<file path="config.mk">
export PLATFORM = sky130hd
export DESIGN_NAME = univ_shift_reg
export DESIGN_NICKNAME = d
export VERILOG_FILES = /design/src/rtl/univ_shift_reg.sv
export SDC_FILE = /design/constraint.sdc
export NUM_CORES = 1
export LEC_CHECK = 0
export BUFFER_PORTS_ARGS = -buffer_cell sky130_fd_sc_hd__buf_2
export CAP_MARGIN = 20
export CORE_UTILIZATION = 39
export DETAILED_ROUTE_END_ITERATION = 6
export GPL_TIMING_DRIVEN = 0
export PLACE_DENSITY = 0.76
export REMOVE_ABC_BUFFERS = 1
export SLEW_MARGIN = 30
export SYNTH_ARGS = -nofsm -noshare
export SYNTH_HDL_FRONTEND = slang
export SYNTH_SLANG_ARGS = --single-unit
</file>
<file path="constraint.sdc">
create_clock -name clk -period 1.95 [get_ports clk]
set_input_delay 0.39 -clock clk [delete_from_list [all_inputs] [get_ports clk]]
set_output_delay 0.39 -clock clk [all_outputs]
set_load 0.01 [all_outputs]
</file>
<file path="src/rtl/univ_shift_reg.sv">
// Universal WIDTH-bit shift register: bidirectional shift, rotate, parallel load,
// synchronous clear, plus a shift counter that emits a one-cycle frame_done on wrap.
module univ_shift_reg #(
    parameter int              WIDTH     = 4,
    parameter logic [WIDTH-1:0] RESET_VAL = '0,
    localparam int             CW        = $clog2(WIDTH + 1)
) (
    input  logic             clk,
    input  logic             rst,
    input  logic             en,
    input  logic [2:0]       mode,
    input  logic             sin_lsb,
    input  logic             sin_msb,
    input  logic [WIDTH-1:0] pdin,
    output logic [WIDTH-1:0] q,
    output logic             sout_msb,
    output logic             sout_lsb,
    output logic [CW-1:0]    cnt,
    output logic             frame_done
);

    typedef enum logic [2:0] {
        MODE_HOLD = 3'b000,
        MODE_SHL  = 3'b001,
        MODE_SHR  = 3'b010,
        MODE_ROL  = 3'b011,
        MODE_ROR  = 3'b100,
        MODE_LOAD = 3'b101,
        MODE_CLR  = 3'b110,
        MODE_RSVD = 3'b111
    } mode_e;

    if (WIDTH < 2 || WIDTH > 64) begin : g_bad_width
        $error("univ_shift_reg: WIDTH must be in 2..64");
    end

    logic [WIDTH-1:0] r_q;
    logic [CW-1:0]    r_cnt;
    logic             r_frame_done;

    logic [WIDTH-1:0] w_q_next;
    logic             w_is_shift;
    logic             w_cnt_clr;
    logic             w_wrap;

    // NOTE: every always_comb output gets a default first so no path can infer a latch.
    always_comb begin
        w_q_next   = r_q;
        w_is_shift = 1'b0;
        w_cnt_clr  = 1'b0;
        case (mode_e'(mode))
            MODE_SHL: begin
                w_q_next   = {r_q[WIDTH-2:0], sin_lsb};
                w_is_shift = 1'b1;
            end
            MODE_SHR: begin
                w_q_next   = {sin_msb, r_q[WIDTH-1:1]};
                w_is_shift = 1'b1;
            end
            MODE_ROL: begin
                w_q_next   = {r_q[WIDTH-2:0], r_q[WIDTH-1]};
                w_is_shift = 1'b1;
            end
            MODE_ROR: begin
                w_q_next   = {r_q[0], r_q[WIDTH-1:1]};
                w_is_shift = 1'b1;
            end
            MODE_LOAD: begin
                w_q_next  = pdin;
                w_cnt_clr = 1'b1;
            end
            MODE_CLR: begin
                w_q_next  = '0;
                w_cnt_clr = 1'b1;
            end
            default: ;  // HOLD and the reserved code keep q and cnt unchanged
        endcase
    end

    // A shift landing on the last count position closes the frame.
    assign w_wrap = en && w_is_shift && (r_cnt == CW'(WIDTH - 1));

    // NOTE: sequential state uses non-blocking assignments so every register samples pre-edge values.
    always_ff @(posedge clk or posedge rst) begin
        if (rst) begin
            r_q          <= RESET_VAL;
            r_cnt        <= '0;
            r_frame_done <= 1'b0;
        end else begin
            r_frame_done <= w_wrap;
            if (en) begin
                r_q <= w_q_next;
                if (w_cnt_clr || w_wrap) begin
                    r_cnt <= '0;
                end else if (w_is_shift) begin
                    r_cnt <= r_cnt + 1'b1;
                end
            end
        end
    end

    assign q          = r_q;
    assign sout_msb   = r_q[WIDTH-1];
    assign sout_lsb   = r_q[0];
    assign cnt        = r_cnt;
    assign frame_done = r_frame_done;

endmodule

</file>
==> run_summary.xml, run 1 <==
<?xml version="1.0" encoding="UTF-8"?>
<metrics>
  <group name="outcome">
    <metric name="result_of_the_run" unit="">finished, final reports clean</metric>
  </group>
  <group name="yosys">
    <metric name="yosysWarnings" unit="">0</metric>
    <metric name="netlist-cell-type-count" unit="">30</metric>
    <metric name="post_synth.cell_area_avg" unit="µm²">9.18</metric>
    <metric name="synth.yosys.seq_area_share" unit="">0.346</metric>
    <metric name="synth_seq_cells" unit="">8</metric>
    <metric name="synthFlopType" unit="">sky130_fd_sc_hd__dfrtp_1</metric>
    <metric name="mappedNetlistArea" unit="µm²">578</metric>
    <metric name="synth-edff-count" unit="">0</metric>
    <metric name="synth-async-reset-ratio" unit="">1.00</metric>
    <metric name="post_synth_inst_count" unit="">63</metric>
  </group>
  <group name="finish">
    <metric name="drive_gt1_frac" unit="">0.370</metric>
    <metric name="multiInputGateArea" unit="µm²">329</metric>
    <metric name="sequential_cell_area" unit="µm²">200</metric>
    <metric name="num-fill-cells" unit="">131</metric>
    <metric name="finalNetCount" unit="">97</metric>
    <metric name="antenna-diode-count" unit="">0</metric>
    <metric name="finish.utilization" unit="">0.518</metric>
    <metric name="area_delta_synth_final" unit="%">19.5</metric>
  </group>
  <group name="setup_path">
    <metric name="crit_type" unit="">input pin to flop</metric>
    <metric name="worst_setup_path_end_kind" unit="">flop</metric>
    <metric name="worst-path-max-fanout" unit="">17</metric>
    <metric name="timing.critical_path.cells" unit="">buf_2 -&gt; or3_4 -&gt; and3_4 -&gt; a32o_1</metric>
    <metric name="setup.worst_path.start_class" unit="">input pin</metric>
    <metric name="crit_required" unit="ps">2090</metric>
    <metric name="critical_path_max_stage_delay" unit="ps">420</metric>
    <metric name="timing.critical_path.slowest_stage_cell" unit="">sky130_fd_sc_hd__or3_4</metric>
    <metric name="regToRegSetupSlack" unit="ps">690</metric>
    <metric name="crit_arrival" unit="ps">1430</metric>
    <metric name="register_to_register_path_depth" unit="">4</metric>
    <metric name="timing.rr.end" unit="">cnt[2]$_DFFE_PP0P_</metric>
    <metric name="r2r_start" unit="">cnt[0]$_DFFE_PP0P_</metric>
  </group>
  <group name="power">
    <metric name="cellPowerDensity" unit="nW/µm²">865</metric>
    <metric name="total_power_consumption" unit="mW">0.597</metric>
    <metric name="ir_drop" unit="µV">289</metric>
    <metric name="leakage_power_figure" unit="nW">0.335</metric>
  </group>
  <group name="die">
    <metric name="floorplan.io_pins" unit="">22</metric>
    <metric name="die_width" unit="µm">40.5</metric>
    <metric name="std_cell_rows" unit="">13</metric>
    <metric name="die_height" unit="µm">40.5</metric>
    <metric name="floorplan.die_area" unit="µm²">1640</metric>
    <metric name="core_region_area" unit="µm²">1330</metric>
    <metric name="initial_core_util" unit="">0.433</metric>
  </group>
  <group name="clock_tree">
    <metric name="clock_tree.htree_level_count" unit="">1</metric>
    <metric name="post_cts.resized_instances" unit="">0</metric>
    <metric name="tritoncts_num_sinks" unit="">8</metric>
    <metric name="clockBufferDepth" unit="">2</metric>
    <metric name="cts.reportedPaths.clkPinSlew" unit="ps">60</metric>
    <metric name="clk-insertion-delay-late" unit="ps">250</metric>
    <metric name="number_of_setup_buffers_added_after_cts" unit="">0</metric>
    <metric name="numCtsBuffers" unit="">3</metric>
    <metric name="cts_tree" unit="">built</metric>
    <metric name="postCtsHoldBufs" unit="">0</metric>
    <metric name="root_buffer" unit="">sky130_fd_sc_hd__clkbuf_4</metric>
  </group>
  <group name="timing">
    <metric name="max-slew-margin-rel" unit="">0.794</metric>
    <metric name="timing.final.hold_violations" unit="">0</metric>
    <metric name="max_freq" unit="MHz">778</metric>
    <metric name="worst_pin_slew" unit="ps">309</metric>
    <metric name="finalSetupTns" unit="ps">0</metric>
    <metric name="postLayoutSetupSlackWorst" unit="ps">664</metric>
    <metric name="timing.final.crit_share" unit="">0.659</metric>
    <metric name="report.final.slew_viol_count" unit="">0</metric>
    <metric name="setup-violations-final" unit="">0</metric>
    <metric name="timing.clock.skew" unit="ps">10.3</metric>
    <metric name="min_period" unit="ps">1290</metric>
    <metric name="rsz0062_at_grt" unit="">no</metric>
  </group>
  <group name="placement">
    <metric name="place.gp.congestion" unit="">0.829</metric>
    <metric name="port_buffers" unit="">21</metric>
    <metric name="post-dp-hpwl" unit="µm">869</metric>
    <metric name="place_worst_setup_slack" unit="ps">393</metric>
  </group>
  <group name="detailed_routing">
    <metric name="drtAntennaViolNets" unit="">0</metric>
    <metric name="routed_wirelength" unit="mm">1.13</metric>
    <metric name="drt-initial-drc-count" unit="">3</metric>
    <metric name="drt-pass1-iter-count" unit="">4</metric>
    <metric name="routedWlPerCell" unit="µm">11.7</metric>
    <metric name="post-route-drc-count" unit="">0</metric>
    <metric name="avgViaCountPerCell" unit="">5.77</metric>
    <metric name="route.vias.total" unit="">554</metric>
  </group>
  <group name="global_route">
    <metric name="grt_start_max_net_pins" unit="">18</metric>
    <metric name="grt_pass1_vias" unit="">425</metric>
    <metric name="grt_first_pass_wirelength" unit="mm">1.70</metric>
    <metric name="grt_antenna_before_repair" unit="">0</metric>
    <metric name="globalRouteTotalUtil" unit="">0.155</metric>
    <metric name="globalRoute.totalOverflow" unit="">0</metric>
  </group>
  <group name="worst_hold_path">
    <metric name="worst_hold_path_type" unit="">input pin to async pin</metric>
  </group>
  <group name="flow_run">
    <metric name="max_cap_violations" unit="">0</metric>
  </group>
</metrics>
==> where the power goes <==
part           internal (mW)  leakage (nW)  switching [mW]
Combinational          0.111         0.221           0.110
Clock                 0.0704        0.0138          0.0561
Sequential             0.208        0.0998          0.0411
Total                  0.390         0.335           0.208
==> logic make-up (layout without fill, tap and decap cells) <==
kind of cell | Yosys count | count (layout) | share of synthesized area
AOI/OAI and AO/OA | 22 | 22 | 0.268
buffers and inverters | 10 | 28 | 0.0844
adders and majority gates | 2 | 2 | 0.0433
and+or+nand+nor | 20 | 20 | 0.242
DFF | 8 | 8 | 0.346
xor gates and xnor gates | 1 | 1 | 0.0152
==> registers in the layout, indices dropped and copies added (netlist names) <==
name / flops
frame_done: 1
cnt: 3
q: 4
==> final cells by class <==
cell class / instances / area share
multi-input cells: 45 / 0.476
flip-flops and latches: 8 / 0.290
repair buffers: 21 / 0.152
clock buffers: 3 / 0.0326
well taps: 15 / 0.0272
inverters: 4 / 0.0217
==> synth_stat cells (2+ instances only) <==
master / count / area share
sky130_fd_sc_hd__dfrtp_1: 8 / 0.35
sky130_fd_sc_hd__a31oi_1: 6 / 0.065
sky130_fd_sc_hd__o21ai_0: 6 / 0.052
sky130_fd_sc_hd__inv_1: 4 / 0.026
sky130_fd_sc_hd__nor2_1: 3 / 0.019
sky130_fd_sc_hd__a22o_2: 2 / 0.035
sky130_fd_sc_hd__a32o_1: 2 / 0.035
sky130_fd_sc_hd__a41oi_1: 2 / 0.030
sky130_fd_sc_hd__and3b_1: 2 / 0.030
sky130_fd_sc_hd__buf_2: 2 / 0.017
sky130_fd_sc_hd__buf_4: 2 / 0.026
sky130_fd_sc_hd__ha_1: 2 / 0.043
sky130_fd_sc_hd__nand2_1: 2 / 0.013
sky130_fd_sc_hd__nand3_1: 2 / 0.017
sky130_fd_sc_hd__nand3b_1: 2 / 0.026
sky130_fd_sc_hd__o211ai_1: 2 / 0.026
==> layer usage <==
layer / track usage / up-vias / routed length (µm)
met4: 0.0917 / 0 / 0
met2: 0.250 / 20 / 528
met3: 0.0167 / 0 / 57
met5: 0 / - / 0
met1: 0.195 / 260 / 541
li1: - / 274 / -
==> how the worst max path moves through the flow <==
| stage | startpoint | endpoint | slack, ps | depth (start not counted) |
|---|---|---|---|---|
| 2_1_floorplan | mode[0] | cnt[1]$_DFFE_PP0P_ | 620 | 3 |
| 3_3_place_gp | mode[1] | cnt[1]$_DFFE_PP0P_ | 410 | 4 |
| 3_5_place_dp | mode[1] | cnt[1]$_DFFE_PP0P_ | 390 | 4 |
| 4_1_cts | mode[1] | cnt[1]$_DFFE_PP0P_ | 670 | 4 |
| 5_1_grt | mode[1] | cnt[1]$_DFFE_PP0P_ | 610 | 4 |
| 6_report | mode[1] | cnt[1]$_DFFE_PP0P_ | 660 | 4 |
==> metrics by stage <==
| stage | hold slack [ps] | instances | area (µm²) |
|---|---|---|---|
| 2_1_floorplan | 206 | 57 | 544 |
| 5_1_grt | 98.0 | 96 | 691 |
| 4_1_cts | 75.7 | 96 | 691 |
| 6_report | 69.8 | 96 | 691 |
| 3_3_place_gp | 341 | 93 | 668 |
| 3_5_place_dp | 352 | 93 | 668 |
==> layout by cell type (no fill, tap or decap), types with 2 or more instances in the layout <==
cell and count:
sky130_fd_sc_hd__a22o_2 2, sky130_fd_sc_hd__a31oi_1 6, sky130_fd_sc_hd__a32o_1 2, sky130_fd_sc_hd__a41oi_1 2, sky130_fd_sc_hd__and3b_1 2, sky130_fd_sc_hd__buf_2 21, sky130_fd_sc_hd__clkbuf_4 3, sky130_fd_sc_hd__dfrtp_1 8
sky130_fd_sc_hd__ha_1 2, sky130_fd_sc_hd__inv_1 4, sky130_fd_sc_hd__nand2_1 2, sky130_fd_sc_hd__nand3_1 2, sky130_fd_sc_hd__nand3b_1 2, sky130_fd_sc_hd__nor2_1 3, sky130_fd_sc_hd__o211ai_1 2, sky130_fd_sc_hd__o21ai_0 6
==> worst max-delay path, delay by kind of cell <==
family                 cells  cell delay [ps]
buffers and inverters      1              180
AND/OR/NAND/NOR            2              620
AO/OA/AOI/OAI              1              250
(Power assumes the default switching activity.)
==> run 2: changes to the inputs <==
- ABC_AREA: unset -> 1
- clock period: 1.95 -> 1.35 ns (I/O delays scaled with it)
==> run 2 against run 1 <==
Against the previous run: sequential power rose by 50%; wire length is 2.6% higher; combinational power grew 61%; area after synthesis down 3.7%.
==> run_summary.xml, run 2 <==
<?xml version="1.0" encoding="UTF-8"?>
<metrics>
  <group name="finish">
    <metric name="final_area" unit="µm²">691</metric>
    <metric name="largest_reg_flops" unit="">4</metric>
    <metric name="finalNetCount" unit="">123</metric>
    <metric name="antenna-diode-count" unit="">0</metric>
    <metric name="layout_commonest_cell" unit="">sky130_fd_sc_hd__nand2_1</metric>
    <metric name="drive_gt1_frac" unit="">0.280</metric>
    <metric name="finish.utilization" unit="">0.524</metric>
    <metric name="mostFrequentLayoutCells" unit="">sky130_fd_sc_hd__nand2_1, sky130_fd_sc_hd__buf_2, sky130_fd_sc_hd__nor2_1, sky130_fd_sc_hd__inv_1</metric>
    <metric name="area_delta_synth_final" unit="%">24.0</metric>
  </group>
  <group name="outcome">
    <metric name="result_of_the_run" unit="">finished, final reports clean</metric>
  </group>
  <group name="setup_path">
    <metric name="crit_type" unit="">flop to flop</metric>
    <metric name="cp-startpoint" unit="">cnt[0]$_DFFE_PP0P_</metric>
    <metric name="critical_path_buf_inv_count" unit="">2</metric>
    <metric name="r2r_start" unit="">cnt[0]$_DFFE_PP0P_</metric>
    <metric name="worst_setup_path_end_kind" unit="">flop</metric>
    <metric name="regToRegSetupSlack" unit="ps">150</metric>
    <metric name="worst-path-stages" unit="">7</metric>
    <metric name="setup.worst_path.start_class" unit="">flop</metric>
    <metric name="timing.rr.end" unit="">cnt[0]$_DFFE_PP0P_</metric>
    <metric name="critical_path.top_delay_family" unit="">flip-flops</metric>
    <metric name="crit_required" unit="ps">1530</metric>
    <metric name="endpoint" unit="">cnt[0]$_DFFE_PP0P_</metric>
    <metric name="crit_arrival" unit="ps">1380</metric>
    <metric name="critical_path_max_stage_delay" unit="ps">400</metric>
    <metric name="timing.critical_path.cells" unit="">ha_1 -&gt; ha_1 -&gt; inv_1 -&gt; nand3_1 -&gt; nand2_1 -&gt; nand2_1 -&gt; inv_1</metric>
    <metric name="register_to_register_path_depth" unit="">7</metric>
    <metric name="worst-path-max-fanout" unit="">4</metric>
    <metric name="timing.critical_path.slowest_stage_cell" unit="">sky130_fd_sc_hd__dfrtp_1</metric>
  </group>
  <group name="die">
    <metric name="floorplan.die_area" unit="µm²">1580</metric>
    <metric name="die_height" unit="µm">39.8</metric>
    <metric name="floorplan.io_pins" unit="">22</metric>
    <metric name="std_cell_rows" unit="">13</metric>
    <metric name="core_region_area" unit="µm²">1320</metric>
    <metric name="initial_core_util" unit="">0.423</metric>
    <metric name="die_width" unit="µm">39.8</metric>
  </group>
  <group name="clock_tree">
    <metric name="cts_tree" unit="">built</metric>
    <metric name="clock_tree.htree_level_count" unit="">1</metric>
    <metric name="cts.reportedPaths.clkPinSlew" unit="ps">50</metric>
    <metric name="clk-insertion-delay-late" unit="ps">240</metric>
    <metric name="clockBufferDepth" unit="">2</metric>
    <metric name="tritoncts_num_sinks" unit="">8</metric>
    <metric name="numCtsBuffers" unit="">3</metric>
    <metric name="post_cts.resized_instances" unit="">0</metric>
    <metric name="root_buffer" unit="">sky130_fd_sc_hd__clkbuf_4</metric>
  </group>
  <group name="detailed_routing">
    <metric name="routedWlPerCell" unit="µm">9.48</metric>
    <metric name="post-route-drc-count" unit="">0</metric>
    <metric name="drtAntennaViolNets" unit="">0</metric>
    <metric name="avgViaCountPerCell" unit="">4.69</metric>
    <metric name="drt-pass1-iter-count" unit="">4</metric>
    <metric name="routed_wirelength" unit="mm">1.16</metric>
    <metric name="route.vias.total" unit="">572</metric>
    <metric name="drt-initial-drc-count" unit="">4</metric>
  </group>
  <group name="yosys">
    <metric name="synth_simple_gate_area_frac" unit="">0.431</metric>
    <metric name="synth_seq_cells" unit="">8</metric>
    <metric name="post_synth_mux_area_share" unit="">0</metric>
    <metric name="synthFlopType" unit="">sky130_fd_sc_hd__dfrtp_1</metric>
    <metric name="synth_xor_xnor_area_share" unit="">0</metric>
    <metric name="post_synth_inst_count" unit="">85</metric>
    <metric name="post-synth-top-area-fraction" unit="">0.360</metric>
    <metric name="largest_family_of_logic_cells_by_synthesized_area" unit="">simple AND/OR/NAND/NOR gates</metric>
    <metric name="synth-compound-area-share" unit="">0.0427</metric>
    <metric name="synthTopCellsByArea" unit="">sky130_fd_sc_hd__dfrtp_1, sky130_fd_sc_hd__nand2_1, sky130_fd_sc_hd__nor2_1</metric>
    <metric name="mappedNetlistArea" unit="µm²">557</metric>
    <metric name="synth-async-reset-ratio" unit="">1.00</metric>
    <metric name="yosysWarnings" unit="">0</metric>
    <metric name="netlist-cell-type-count" unit="">13</metric>
    <metric name="synth_top_area_cell" unit="">sky130_fd_sc_hd__dfrtp_1</metric>
    <metric name="post-synth-top-count-cell" unit="">sky130_fd_sc_hd__nand2_1</metric>
    <metric name="yosys.area_share.adder" unit="">0.0449</metric>
    <metric name="synth-edff-count" unit="">0</metric>
    <metric name="post_synth.cell_area_avg" unit="µm²">6.55</metric>
    <metric name="synth.yosys.seq_area_share" unit="">0.360</metric>
    <metric name="synth_common_cells" unit="">sky130_fd_sc_hd__nand2_1, sky130_fd_sc_hd__nor2_1, sky130_fd_sc_hd__inv_1, sky130_fd_sc_hd__dfrtp_1, sky130_fd_sc_hd__nand3_1</metric>
  </group>
  <group name="timing">
    <metric name="min_period" unit="ps">1200</metric>
    <metric name="timing.final.hold_violations" unit="">0</metric>
    <metric name="worst_pin_slew" unit="ps">299</metric>
    <metric name="rsz0062_at_grt" unit="">no</metric>
    <metric name="setup-violations-final" unit="">0</metric>
    <metric name="timing.final.crit_share" unit="">0.889</metric>
    <metric name="max_freq" unit="MHz">834</metric>
    <metric name="finalSetupTns" unit="ps">0</metric>
    <metric name="timing.clock.skew" unit="ps">1.70</metric>
    <metric name="report.final.slew_viol_count" unit="">0</metric>
    <metric name="max-slew-margin-rel" unit="">0.801</metric>
  </group>
  <group name="power">
    <metric name="power_switching_share" unit="">0.376</metric>
    <metric name="switch_pwr" unit="mW">0.339</metric>
    <metric name="seq_power_share" unit="">0.413</metric>
    <metric name="power.combinational.fraction" unit="">0.396</metric>
    <metric name="ir_drop" unit="µV">778</metric>
    <metric name="leakage_power_figure" unit="nW">0.419</metric>
    <metric name="pwr-share-clk" unit="">0.190</metric>
    <metric name="cellInternalPower" unit="mW">0.563</metric>
    <metric name="cellPowerDensity" unit="nW/µm²">1310</metric>
  </group>
  <group name="global_route">
    <metric name="grt_pass1_vias" unit="">476</metric>
    <metric name="grt_first_pass_wirelength" unit="mm">1.75</metric>
    <metric name="globalRoute.totalOverflow" unit="">0</metric>
    <metric name="grt_start_max_net_pins" unit="">10</metric>
    <metric name="globalRouteTotalUtil" unit="">0.168</metric>
    <metric name="grt_antenna_before_repair" unit="">0</metric>
  </group>
  <group name="placement">
    <metric name="post-dp-hpwl" unit="µm">949</metric>
    <metric name="port_buffers" unit="">21</metric>
    <metric name="place.gp.congestion" unit="">0.717</metric>
    <metric name="placedInstanceArea" unit="µm²">658</metric>
  </group>
  <group name="flow_run">
    <metric name="max_cap_violations" unit="">0</metric>
  </group>
  <group name="worst_hold_path">
    <metric name="worst_hold_path_type" unit="">input pin to flop</metric>
  </group>
</metrics>
run 2: cell families after synthesis:
family          after synthesis
simple gates                 56
buf+inv                      15
flops                         8
compound gates                4
fa+ha+maj                     2
run 2: final cells by class:
cell class | count | area, µm²
Tap cell | 15 | 18.8
Fill cell | 137 | 627
Multi-Input combinational cell | 62 | 289
Clock buffer | 3 | 22.5
Timing Repair Buffer | 22 | 115
Sequential cell | 8 | 200
Inverter | 12 | 45.0
run 2: metal layers:
layer / share of wire / vias up / wire length, µm / global-route usage
met2: 0.48 / 21 / 558 / 0.316
met5: 0 / - / 0 / 0
li1: - / 307 / - / -
met3: 0.050 / 0 / 58 / 0.0170
met1: 0.47 / 244 / 539 / 0.183
met4: 0 / 0 / 0 / 0.0776
run 2: worst register-to-register path, cell delays in order (launching register included):
cell and delay [ps]:
sky130_fd_sc_hd__dfrtp_1 400, sky130_fd_sc_hd__ha_1 210, sky130_fd_sc_hd__ha_1 170, sky130_fd_sc_hd__inv_1 70, sky130_fd_sc_hd__nand3_1 120, sky130_fd_sc_hd__nand2_1 80, sky130_fd_sc_hd__nand2_1 50, sky130_fd_sc_hd__inv_1 50
run 2: power by group through the flow:
stage | combinational, mW | clock [mW] | sequential (mW)
after CTS | 0.363 | 0.180 | 0.376
after global placement | 0.348 | 0 | 0.373
after global routing | 0.414 | 0.190 | 0.385
after floorplan | 0.179 | 0 | 0.411
final | 0.358 | 0.171 | 0.373
after detailed placement | 0.360 | 0 | 0.379
run 2: worst min path at each step:
stage,from,to,slack (ps),cells after the start
after floorplan,rst,cnt[0]$_DFFE_PP0P_,90,1
after global placement,rst,cnt[0]$_DFFE_PP0P_,220,2
after detailed placement,rst,cnt[0]$_DFFE_PP0P_,230,2
after CTS,en,frame_done$_DFF_PP0_,310,3
after global routing,en,frame_done$_DFF_PP0_,320,3
final,en,frame_done$_DFF_PP0_,310,3
run 2: timing repair:
action                                 4_1_cts  5_1_grt
endpoints found under the hold margin        8        0
setup endpoints to repair                    0        0
hold buffers                                 1        0
buffers inserted                             0        0
run 2: per-stage QoR:
stage	hold slack, ps	setup WS [ps]	total power [mW]	instances
2_1_floorplan	85.7	196	0.589	82
3_3_place_gp	223	157	0.721	118
3_5_place_dp	231	146	0.739	118
4_1_cts	309	137	0.918	122
5_1_grt	325	59.2	0.989	122
6_report	312	151	0.902	122
